**config.mk**
```make
export PLATFORM = sky130hd
export DESIGN_NAME = fetch_sequencer
export DESIGN_NICKNAME = d
export VERILOG_FILES = /design/src/rtl/fetch_sequencer.sv
export SDC_FILE = /design/constraint.sdc
export NUM_CORES = 1
export LEC_CHECK = 0
export CORE_UTILIZATION = 50
export DETAILED_ROUTE_END_ITERATION = 7
export PLACE_DENSITY = 0.8
export SLEW_MARGIN = 25
export SYNTH_ARGS = -nofsm -noshare
export SYNTH_HDL_FRONTEND = slang
export SYNTH_SLANG_ARGS = --single-unit
```
**constraint.sdc**
```tcl
create_clock -name clk -period 3.1 [get_ports clk]
set_input_delay 0.31 -clock clk [delete_from_list [all_inputs] [get_ports clk]]
set_output_delay 0.31 -clock clk [all_outputs]
set_load 0.05 [all_outputs]
```
**src/rtl/fetch_sequencer.sv**
```systemverilog
// Fetch front end: owns the PC, drives a req/ack instruction memory and loads
// the Fetch/Decode register around wait states, stalls and branch redirects.
module fetch_sequencer #(
    parameter logic [31:0] RESET_PC = 32'h00000000,
    parameter int unsigned MAX_WAIT = 15
) (
    input  logic        clk,
    input  logic        rst,
    input  logic        PCSrcE,
    input  logic [31:0] PCTargetE,
    input  logic        StallF,
    output logic        imem_req,
    output logic [31:0] imem_addr,
    input  logic        imem_ack,
    input  logic [31:0] imem_rdata,
    output logic [31:0] InstrD,
    output logic [31:0] PCD,
    output logic [31:0] PCPlus4D,
    output logic        ValidD,
    output logic        FetchErr
);

    typedef enum logic [1:0] {
        S_IDLE,
        S_REQ,
        S_HOLD,
        S_KILL
    } state_t;

    localparam logic [3:0] WAIT_LIMIT = 4'(MAX_WAIT);

    state_t      state_q, state_d;
    logic [31:0] pc_q, pc_d;
    logic [31:0] instr_q, instr_d;
    logic [31:0] pcd_q, pcd_d;
    logic [31:0] pcp4_q, pcp4_d;
    logic [31:0] hold_q, hold_d;
    logic [31:0] tgt_q, tgt_d;
    logic        valid_q, valid_d;
    logic        err_q, err_d;
    logic [3:0]  wait_q, wait_d;

    logic [31:0] pc_plus4;
    logic [3:0]  wait_inc;

    assign pc_plus4 = pc_q + 32'd4;
    assign wait_inc = (wait_q >= WAIT_LIMIT) ? wait_q : wait_q + 4'd1;

    always_comb begin
        state_d = state_q;
        pc_d    = pc_q;
        instr_d = instr_q;
        pcd_d   = pcd_q;
        pcp4_d  = pcp4_q;
        hold_d  = hold_q;
        tgt_d   = tgt_q;
        valid_d = valid_q;
        wait_d  = wait_q;
        err_d   = err_q;

        case (state_q)
            S_IDLE: begin
                state_d = S_REQ;
                wait_d  = 4'd0;
            end
            S_REQ: begin
                if (PCSrcE) begin
                    wait_d = 4'd0;
                    if (imem_ack) begin
                        pc_d = PCTargetE;
                    end else begin
                        tgt_d   = PCTargetE;
                        state_d = S_KILL;
                    end
                end else if (imem_ack) begin
                    wait_d = 4'd0;
                    if (StallF) begin
                        hold_d  = imem_rdata;
                        state_d = S_HOLD;
                    end else begin
                        instr_d = imem_rdata;
                        pcd_d   = pc_q;
                        pcp4_d  = pc_plus4;
                        valid_d = 1'b1;
                        pc_d    = pc_plus4;
                    end
                end else begin
                    wait_d = wait_inc;
                    if (!StallF) begin
                        valid_d = 1'b0;
                    end
                end
            end
            S_KILL: begin
                // The wrong-path request must complete before the address may change.
                if (imem_ack) begin
                    wait_d  = 4'd0;
                    pc_d    = PCSrcE ? PCTargetE : tgt_q;
                    state_d = S_REQ;
                end else if (PCSrcE) begin
                    tgt_d  = PCTargetE;
                    wait_d = 4'd0;
                end else begin
                    wait_d = wait_inc;
                end
            end
            S_HOLD: begin
                wait_d = 4'd0;
                if (PCSrcE) begin
                    pc_d    = PCTargetE;
                    hold_d  = 32'd0;
                    state_d = S_REQ;
                end else if (!StallF) begin
                    instr_d = hold_q;
                    pcd_d   = pc_q;
                    pcp4_d  = pc_plus4;
                    valid_d = 1'b1;
                    pc_d    = pc_plus4;
                    state_d = S_REQ;
                end
            end
            default: begin
                state_d = S_IDLE;
            end
        endcase

        // A redirect squashes whatever Decode holds, even under a stall.
        if (PCSrcE) begin
            instr_d = 32'd0;
            pcd_d   = 32'd0;
            pcp4_d  = 32'd0;
            valid_d = 1'b0;
        end

        if (wait_d == WAIT_LIMIT) begin
            err_d = 1'b1;
        end
    end

    always_ff @(posedge clk) begin
        if (rst) begin
            state_q <= S_IDLE;
            pc_q    <= RESET_PC;
            instr_q <= 32'd0;
            pcd_q   <= 32'd0;
            pcp4_q  <= 32'd0;
            hold_q  <= 32'd0;
            tgt_q   <= 32'd0;
            valid_q <= 1'b0;
            err_q   <= 1'b0;
            wait_q  <= 4'd0;
        end else begin
            state_q <= state_d;
            pc_q    <= pc_d;
            instr_q <= instr_d;
            pcd_q   <= pcd_d;
            pcp4_q  <= pcp4_d;
            hold_q  <= hold_d;
            tgt_q   <= tgt_d;
            valid_q <= valid_d;
            err_q   <= err_d;
            wait_q  <= wait_d;
        end
    end

    assign imem_req  = (state_q == S_REQ) || (state_q == S_KILL);
    assign imem_addr = pc_q;
    assign InstrD    = instr_q;
    assign PCD       = pcd_q;
    assign PCPlus4D  = pcp4_q;
    assign ValidD    = valid_q;
    assign FetchErr  = err_q;

endmodule

```
==> results of run 1 <==
-- metrics by stage --
| step | area, sq um | utilization [%] | hold WS [ns] |
|---|---|---|---|
| 3_5_place_dp | 10910 | 63.27 | 0.4435 |
| 3_3_place_gp | 10910 | 63.27 | 0.4377 |
| 2_1_floorplan | 8802 | - | 0.4319 |
| 6_report | 11490 | 66.64 | 0.2441 |
| 4_1_cts | 11490 | 66.64 | 0.2346 |
| 5_1_grt | 11490 | 66.64 | 0.2475 |
-- state kept, by name, indices dropped and copies added, names as in the netlist --
register	flops
FetchErr	1
InstrD	32
PCD	30
PCPlus4D	32
ValidD	1
hold_q	32
imem_addr	32
state_q	2
tgt_q	32
wait_q	4
-- area by class of cell --
cell class	instances	area, sq um
fill	1429	5751
multi-input combinational	794	4433
timing repair buffer	221	2182
inverter	12	45.04
sequential	198	3964
clock inverter	10	96.34
tap	225	281.5
clock buffer	22	484.2
-- cell usage in the layout (no fill, tap or decap), types with 10 or more instances in the layout --
master,instances
a211oi_1,46
a21oi_1,114
and3_1,16
buf_4,20
clkbuf_16,17
clkdlybuf4s50_1,196
dfxtp_1,198
inv_1,12
mux2i_1,43
nand2_1,212
nand3_1,52
nor2_1,87
o21ai_0,85
o22ai_1,10
xnor2_1,20
xor2_1,10
-- power groups by stage --
| stage | clock, mW | sequential (mW) | combinational (mW) |
|---|---|---|---|
| 6_report | 2.17 | 2.89 | 1.58 |
| 2_1_floorplan | 0 | 3.21 | 0.723 |
| 5_1_grt | 2.30 | 2.91 | 1.68 |
| 3_5_place_dp | 0 | 2.94 | 1.56 |
| 4_1_cts | 2.20 | 2.89 | 1.57 |
| 3_3_place_gp | 0 | 2.94 | 1.54 |
-- cell families after synthesis --
kind of cell | Yosys count | synth area share [%]
AND/OR/NAND/NOR | 419 | 21.24
AO/OA/AOI/OAI | 296 | 19.96
flip-flops | 198 | 45.03
buffers and inverters | 109 | 5.046
multiplexers | 43 | 4.890
XOR/XNOR | 30 | 2.985
adder cells (fa/ha/maj) | 6 | 0.8529
-- path summary, 6_finish.rpt --
check	slack (ns)	start	end
setup reg to reg	0.72	state_q[0]	InstrD[7]
hold reg to reg	0.45	tgt_q[27]	tgt_q[27]
setup / recovery	0.72	state_q[0]	InstrD[7]
hold / removal	0.24	rst	imem_addr[10]
-- layer usage --
layer	vias up	part of all wire (%)
met5	-	0
met4	0	2.8
met3	56	8.4
met2	401	44
met1	3893	45
li1	4123	-
-- worst max-delay path: cells and delay by family, from the launching register on --
kind / cells / cell delay [ns]
buffers and inverters: 2 / 0.63
adder cells (fa/ha/maj): 1 / 0.56
flip-flops: 1 / 0.34
AO/OA/AOI/OAI: 1 / 0.28
multiplexers: 1 / 0.22
AND/OR/NAND/NOR: 2 / 0.22
==> flow_metrics.env, run 1 <==
export IMPL_cts_repair_resize_count=0
export IMPL_route_detailed_wl_per_inst_microns=17.16
export IMPL_routabilityCongestion=0.8597
export IMPL_die_area_sq_um=18140
export IMPL_detail_route_drc_violations=0
export IMPL_die_h_microns=134.7
export IMPL_crit_chain="inv_1 -> ha_2 -> mux2i_1 -> nor2_4 -> buf_4 -> nor2_1 -> a211oi_1"
export IMPL_worstHoldPathCells=2
export IMPL_synth_area_leader_cell="dfxtp_1"
export IMPL_clk_transition_reported_paths_ns=0.07
export IMPL_power_switching_mw=2.187
export IMPL_routed_via_density=5.717
export IMPL_final_global_route_overflow_total=0
export IMPL_synth_top_cells_by_area="dfxtp_1 45%, nand2_1 9.1%, a21oi_1 6.5%, mux2i_1 4.9%, o21ai_0 4.8%"
export IMPL_post_cts_setup_buffers=0
export IMPL_clockBufferDepth=2
export IMPL_area_growth_synth_to_final_pct=30.49
export IMPL_drt_first_iter_violations=937
export IMPL_ir_worst_vdd_v=0.0004315
export IMPL_worstMarginPinSlew_ns=0.9069
export IMPL_synth_common_cells="213 x nand2_1, 198 x dfxtp_1, 114 x a21oi_1"
export IMPL_cts_root_buf="clkbuf_16"
export IMPL_grt_antenna_before_repair=0
export IMPL_timing_critical_path_fanout_max=64
export IMPL_drt_pass1_iter_count=6
export IMPL_synthesis_area_sq_um=8802
export IMPL_reg2reg_depth=7
export IMPL_synth_yosys_seq_area_share_pct=45.03
export IMPL_num_nets_final=1319
export IMPL_design_core_area_sq_um=17240
export IMPL_vias=8473
export IMPL_cts_tree="yes"
export IMPL_number_of_levels_the_h_tree_was_split_into=4
export IMPL_place_port_buffers=199
export IMPL_setup_total_negative_slack_ns=0
export IMPL_use_met2_pct=39.43
export IMPL_synth_top_cell_area_share_pct=45.03
export IMPL_worstSetupEndpointType="flop"
export IMPL_synth_flop_cell="dfxtp_1"
export IMPL_synth_async_reset_ratio_pct=0
export IMPL_antenna_cells_inserted=0
export IMPL_drv_cap=0
export IMPL_antenna_violating_nets_post_route=0
export IMPL_grtUsageMet3_pct=5.293
export IMPL_global_route_peak_usage_layer="met1"
export IMPL_cts_sink_count=198
export IMPL_start_kind="flop"
export IMPL_post_synth_cell_area_avg_sq_um=7.995
export IMPL_p_sw_share_pct=32.96
export IMPL_placed_cells_incl_taps=1450
export IMPL_floorplan_rows=48
export IMPL_crit_type="reg -> reg"
export IMPL_finalWorstSetupSlack_ns=0.7193
export IMPL_yosysWarningCount=0
export IMPL_detailed_placement_hpwl_mm=17.66
export IMPL_timing_clock_skew_ns=0.006036
export IMPL_grt_first_pass_wirelength_mm=39.62
export IMPL_track_usage_pct=27.73
export IMPL_power_mw=6.636
export IMPL_synthesis_nets=1176
export IMPL_pin_count=200
export IMPL_pwr_share_comb_pct=23.7
export IMPL_cts_made_buffers=17
export IMPL_maximum_number_of_pins_on_one_net_before_global_route_repair=90
export IMPL_ys_types=54
export IMPL_cp_arrival_ns=2.72
export IMPL_post_synth_top_count_cell="nand2_1"
export IMPL_gr_usage_met1_pct=41.00
export IMPL_timing_fmax_mhz=420.0
export IMPL_cell_with_the_biggest_individual_delay_on_the_critical_path="ha_2"
export IMPL_cell_internal_pwr_mw=4.449
export IMPL_p_leak_nw=3.912
export IMPL_first_global_vias=7334
export IMPL_slew_viol_final=0
export IMPL_source_to_sink_clock_delay_at_the_later_pin_of_the_worst_skew_pair_ns=0.43
export IMPL_final_hold_violation_count=0
export IMPL_clock_power_share_pct=32.6
export IMPL_hold_class="in -> reg"
export IMPL_layout_drive_gt1_share_pct=5.807
export IMPL_synth_enable_flop_cells=0
export IMPL_syn_inst=1101
export IMPL_setup_violations_final=0
export IMPL_max_stage_delay_ns=0.56
export IMPL_floorplan_initialDensity_pct=51.07
export IMPL_p_seq_share_pct=43.6
export IMPL_timing_final_crit_period_ns=2.381
export IMPL_dp_worst_setup_slack_ns=0.6522
export IMPL_stdcell_count=1482
export IMPL_p_per_area_nw_per_um2=577.7
export IMPL_ctsHoldBuffers=0
export IMPL_status="completed"
export IMPL_min_period_over_period_pct=76.80
export IMPL_rsz0062_at_grt="false"
export IMPL_dieWidth_microns=134.7
export IMPL_drt_total_wl_mm=25.43
export IMPL_timing_slew_headroom_pct=39.54
export IMPL_critPathRequiredTime_ns=3.44
export IMPL_synth_seq_cells=198
Note: power is estimated with default switching activity, not from simulation.
==> run 2: changes to the inputs <==
Settings changed: CORE_UTILIZATION 50 to 46, PLACE_DENSITY 0.8 to 0.77.
Clock period 3.1 ns to 1.95 ns, I/O delays scaled along.
==> run 2 against run 1 <==
Compared with the run above: die area is 8.6% higher; final cell count is 5.1% higher; core utilization is 1.1 points lower; final area is 6.8% higher; critical endpoint is now imem_addr[0]; largest cell class unchanged.
==> flow_metrics.env, run 2 (synthesis gave the netlist of run 1 again) <==
export IMPL_timing_slew_headroom_pct=62.01
export IMPL_power_mw=11.38
export IMPL_antenna_violating_nets_post_route=0
export IMPL_layout_cells_most_common_list="212 x nand2_1, 175 x dfxtp_1, 175 x clkdlybuf4s50_1"
export IMPL_number_of_levels_the_h_tree_was_split_into=4
export IMPL_floorplan_initialDensity_pct=47.06
export IMPL_maximum_number_of_pins_on_one_net_before_global_route_repair=76
export IMPL_design_core_area_sq_um=18710
export IMPL_worstMarginPinSlew_ns=0.5681
export IMPL_min_period_over_period_pct=99.06
export IMPL_dp_worst_setup_slack_ns=-0.03041
export IMPL_routed_via_density=5.581
export IMPL_detail_route_drc_violations=0
export IMPL_cell_with_the_biggest_individual_delay_on_the_critical_path="clkdlybuf4s50_1"
export IMPL_timing_clock_skew_ns=0.006961
export IMPL_dieWidth_microns=140.3
export IMPL_clk_transition_reported_paths_ns=0.07
export IMPL_setup_total_negative_slack_ns=0
export IMPL_final_hold_violation_count=0
export IMPL_finalWorstSetupSlack_ns=0.01830
export IMPL_layout_drive_gt1_share_pct=12.93
export IMPL_track_usage_pct=27.51
export IMPL_routabilityCongestion=0.8921
export IMPL_place_port_buffers=199
export IMPL_detailed_placement_hpwl_mm=19.38
export IMPL_worstSetupEndpointType="primary output"
export IMPL_hold_class="in -> reg"
export IMPL_timing_fmax_mhz=517.7
export IMPL_die_h_microns=140.3
export IMPL_slew_viol_final=0
export IMPL_cts_made_buffers=17
export IMPL_area_growth_synth_to_final_pct=39.37
export IMPL_grt_antenna_before_repair=0
export IMPL_p_per_area_nw_per_um2=927.6
export IMPL_drv_cap=0
export IMPL_first_global_vias=7994
export IMPL_num_nets_final=1386
export IMPL_crit_type="reg -> out"
export IMPL_timing_critical_path_fanout_max=2
export IMPL_critPathRequiredTime_ns=1.75
export IMPL_cts_tree="yes"
export IMPL_drt_total_wl_mm=26.90
export IMPL_source_to_sink_clock_delay_at_the_later_pin_of_the_worst_skew_pair_ns=0.44
export IMPL_crit_chain="clkdlybuf4s50_1"
export IMPL_antenna_cells_inserted=0
export IMPL_cts_root_buf="clkbuf_16"
export IMPL_route_detailed_wl_per_inst_microns=17.28
export IMPL_start_kind="flop"
export IMPL_layout_cells_most_common="nand2_1"
export IMPL_grt_first_pass_wirelength_mm=42.52
export IMPL_cts_sink_count=198
export IMPL_drt_pass1_iter_count=5
export IMPL_rsz0062_at_grt="false"
export IMPL_timing_critical_path_max_delay_family="buffers and inverters"
export IMPL_status="completed"
export IMPL_cp_arrival_ns=1.74
export IMPL_finish_utilization_pct=65.59
export IMPL_timing_final_crit_period_ns=1.932
export IMPL_vias=8689
export IMPL_clockBufferDepth=2
export IMPL_p_leak_nw=4.498
export IMPL_drt_first_iter_violations=794
export IMPL_ir_worst_vdd_v=0.0006276
export IMPL_final_hold_worst_slack_ns=0.1415
export IMPL_die_area_sq_um=19690
export IMPL_worstPathBufferInverterCount=1
export IMPL_floorplan_rows=50
export IMPL_max_stage_delay_ns=0.85
export IMPL_final_global_route_overflow_total=0
export IMPL_pin_count=200
export IMPL_setup_violations_final=0
[run 2: repair_timing]
action                                  in CTS  in global routing
hold buffers                                 0                  0
endpoints found under the setup margin      17                 28
buffers inserted                             0                  2
gates resized for setup                     16                 16
pin swaps                                    0                  5
[run 2: metal layers]
layer	global-route usage, %	up-vias	part of all wire (%)
met1	39.51	3978	45
met2	39.63	413	43
met5	0	-	0
met4	11.28	0	2.8
li1	-	4245	-
met3	5.983	53	8.9
[run 2: layout make-up]
type,instances,area [sq um]
Sequential cell,198,4005
Timing Repair Buffer,288,2785
Fill cell,1571,6437
Clock inverter,10,190.2
Tap cell,234,292.8
Inverter,12,45.04
Clock buffer,21,480.5
Multi-Input combinational cell,794,4469
[run 2: final timing paths]
path / to / cells past startpoint / from / slack, ns
setup / recovery: imem_addr[0] / 1 / imem_addr[0] / 0.02
hold / removal: state_q[1] / 2 / rst / 0.14
setup reg to reg: imem_addr[26] / 9 / state_q[1] / 0.10
hold reg to reg: tgt_q[11] / 2 / tgt_q[11] / 0.45
[run 2: power breakdown]
part | internal [mW] | leakage [nW] | switching (mW)
registers | 4.31 | 1.62 | 0.220
logic | 1.09 | 2.55 | 1.79
clock network | 2.42 | 0.326 | 1.55
total | 7.81 | 4.50 | 3.57
[run 2: through the flow]
stage | cells | instance area [sq um]
after floorplan | 1101 | 8852
after global placement | 1524 | 11540
after detailed placement | 1524 | 11540
after CTS | 1555 | 12200
after global routing | 1557 | 12270
final | 1557 | 12270
==> run 3: changes to the inputs <==
Settings changed: CTS_CLUSTER_DIAMETER set to 60.
==> results of run 3 <==
Same layout as run 2: the final DEF is identical, and so are final timing and power.
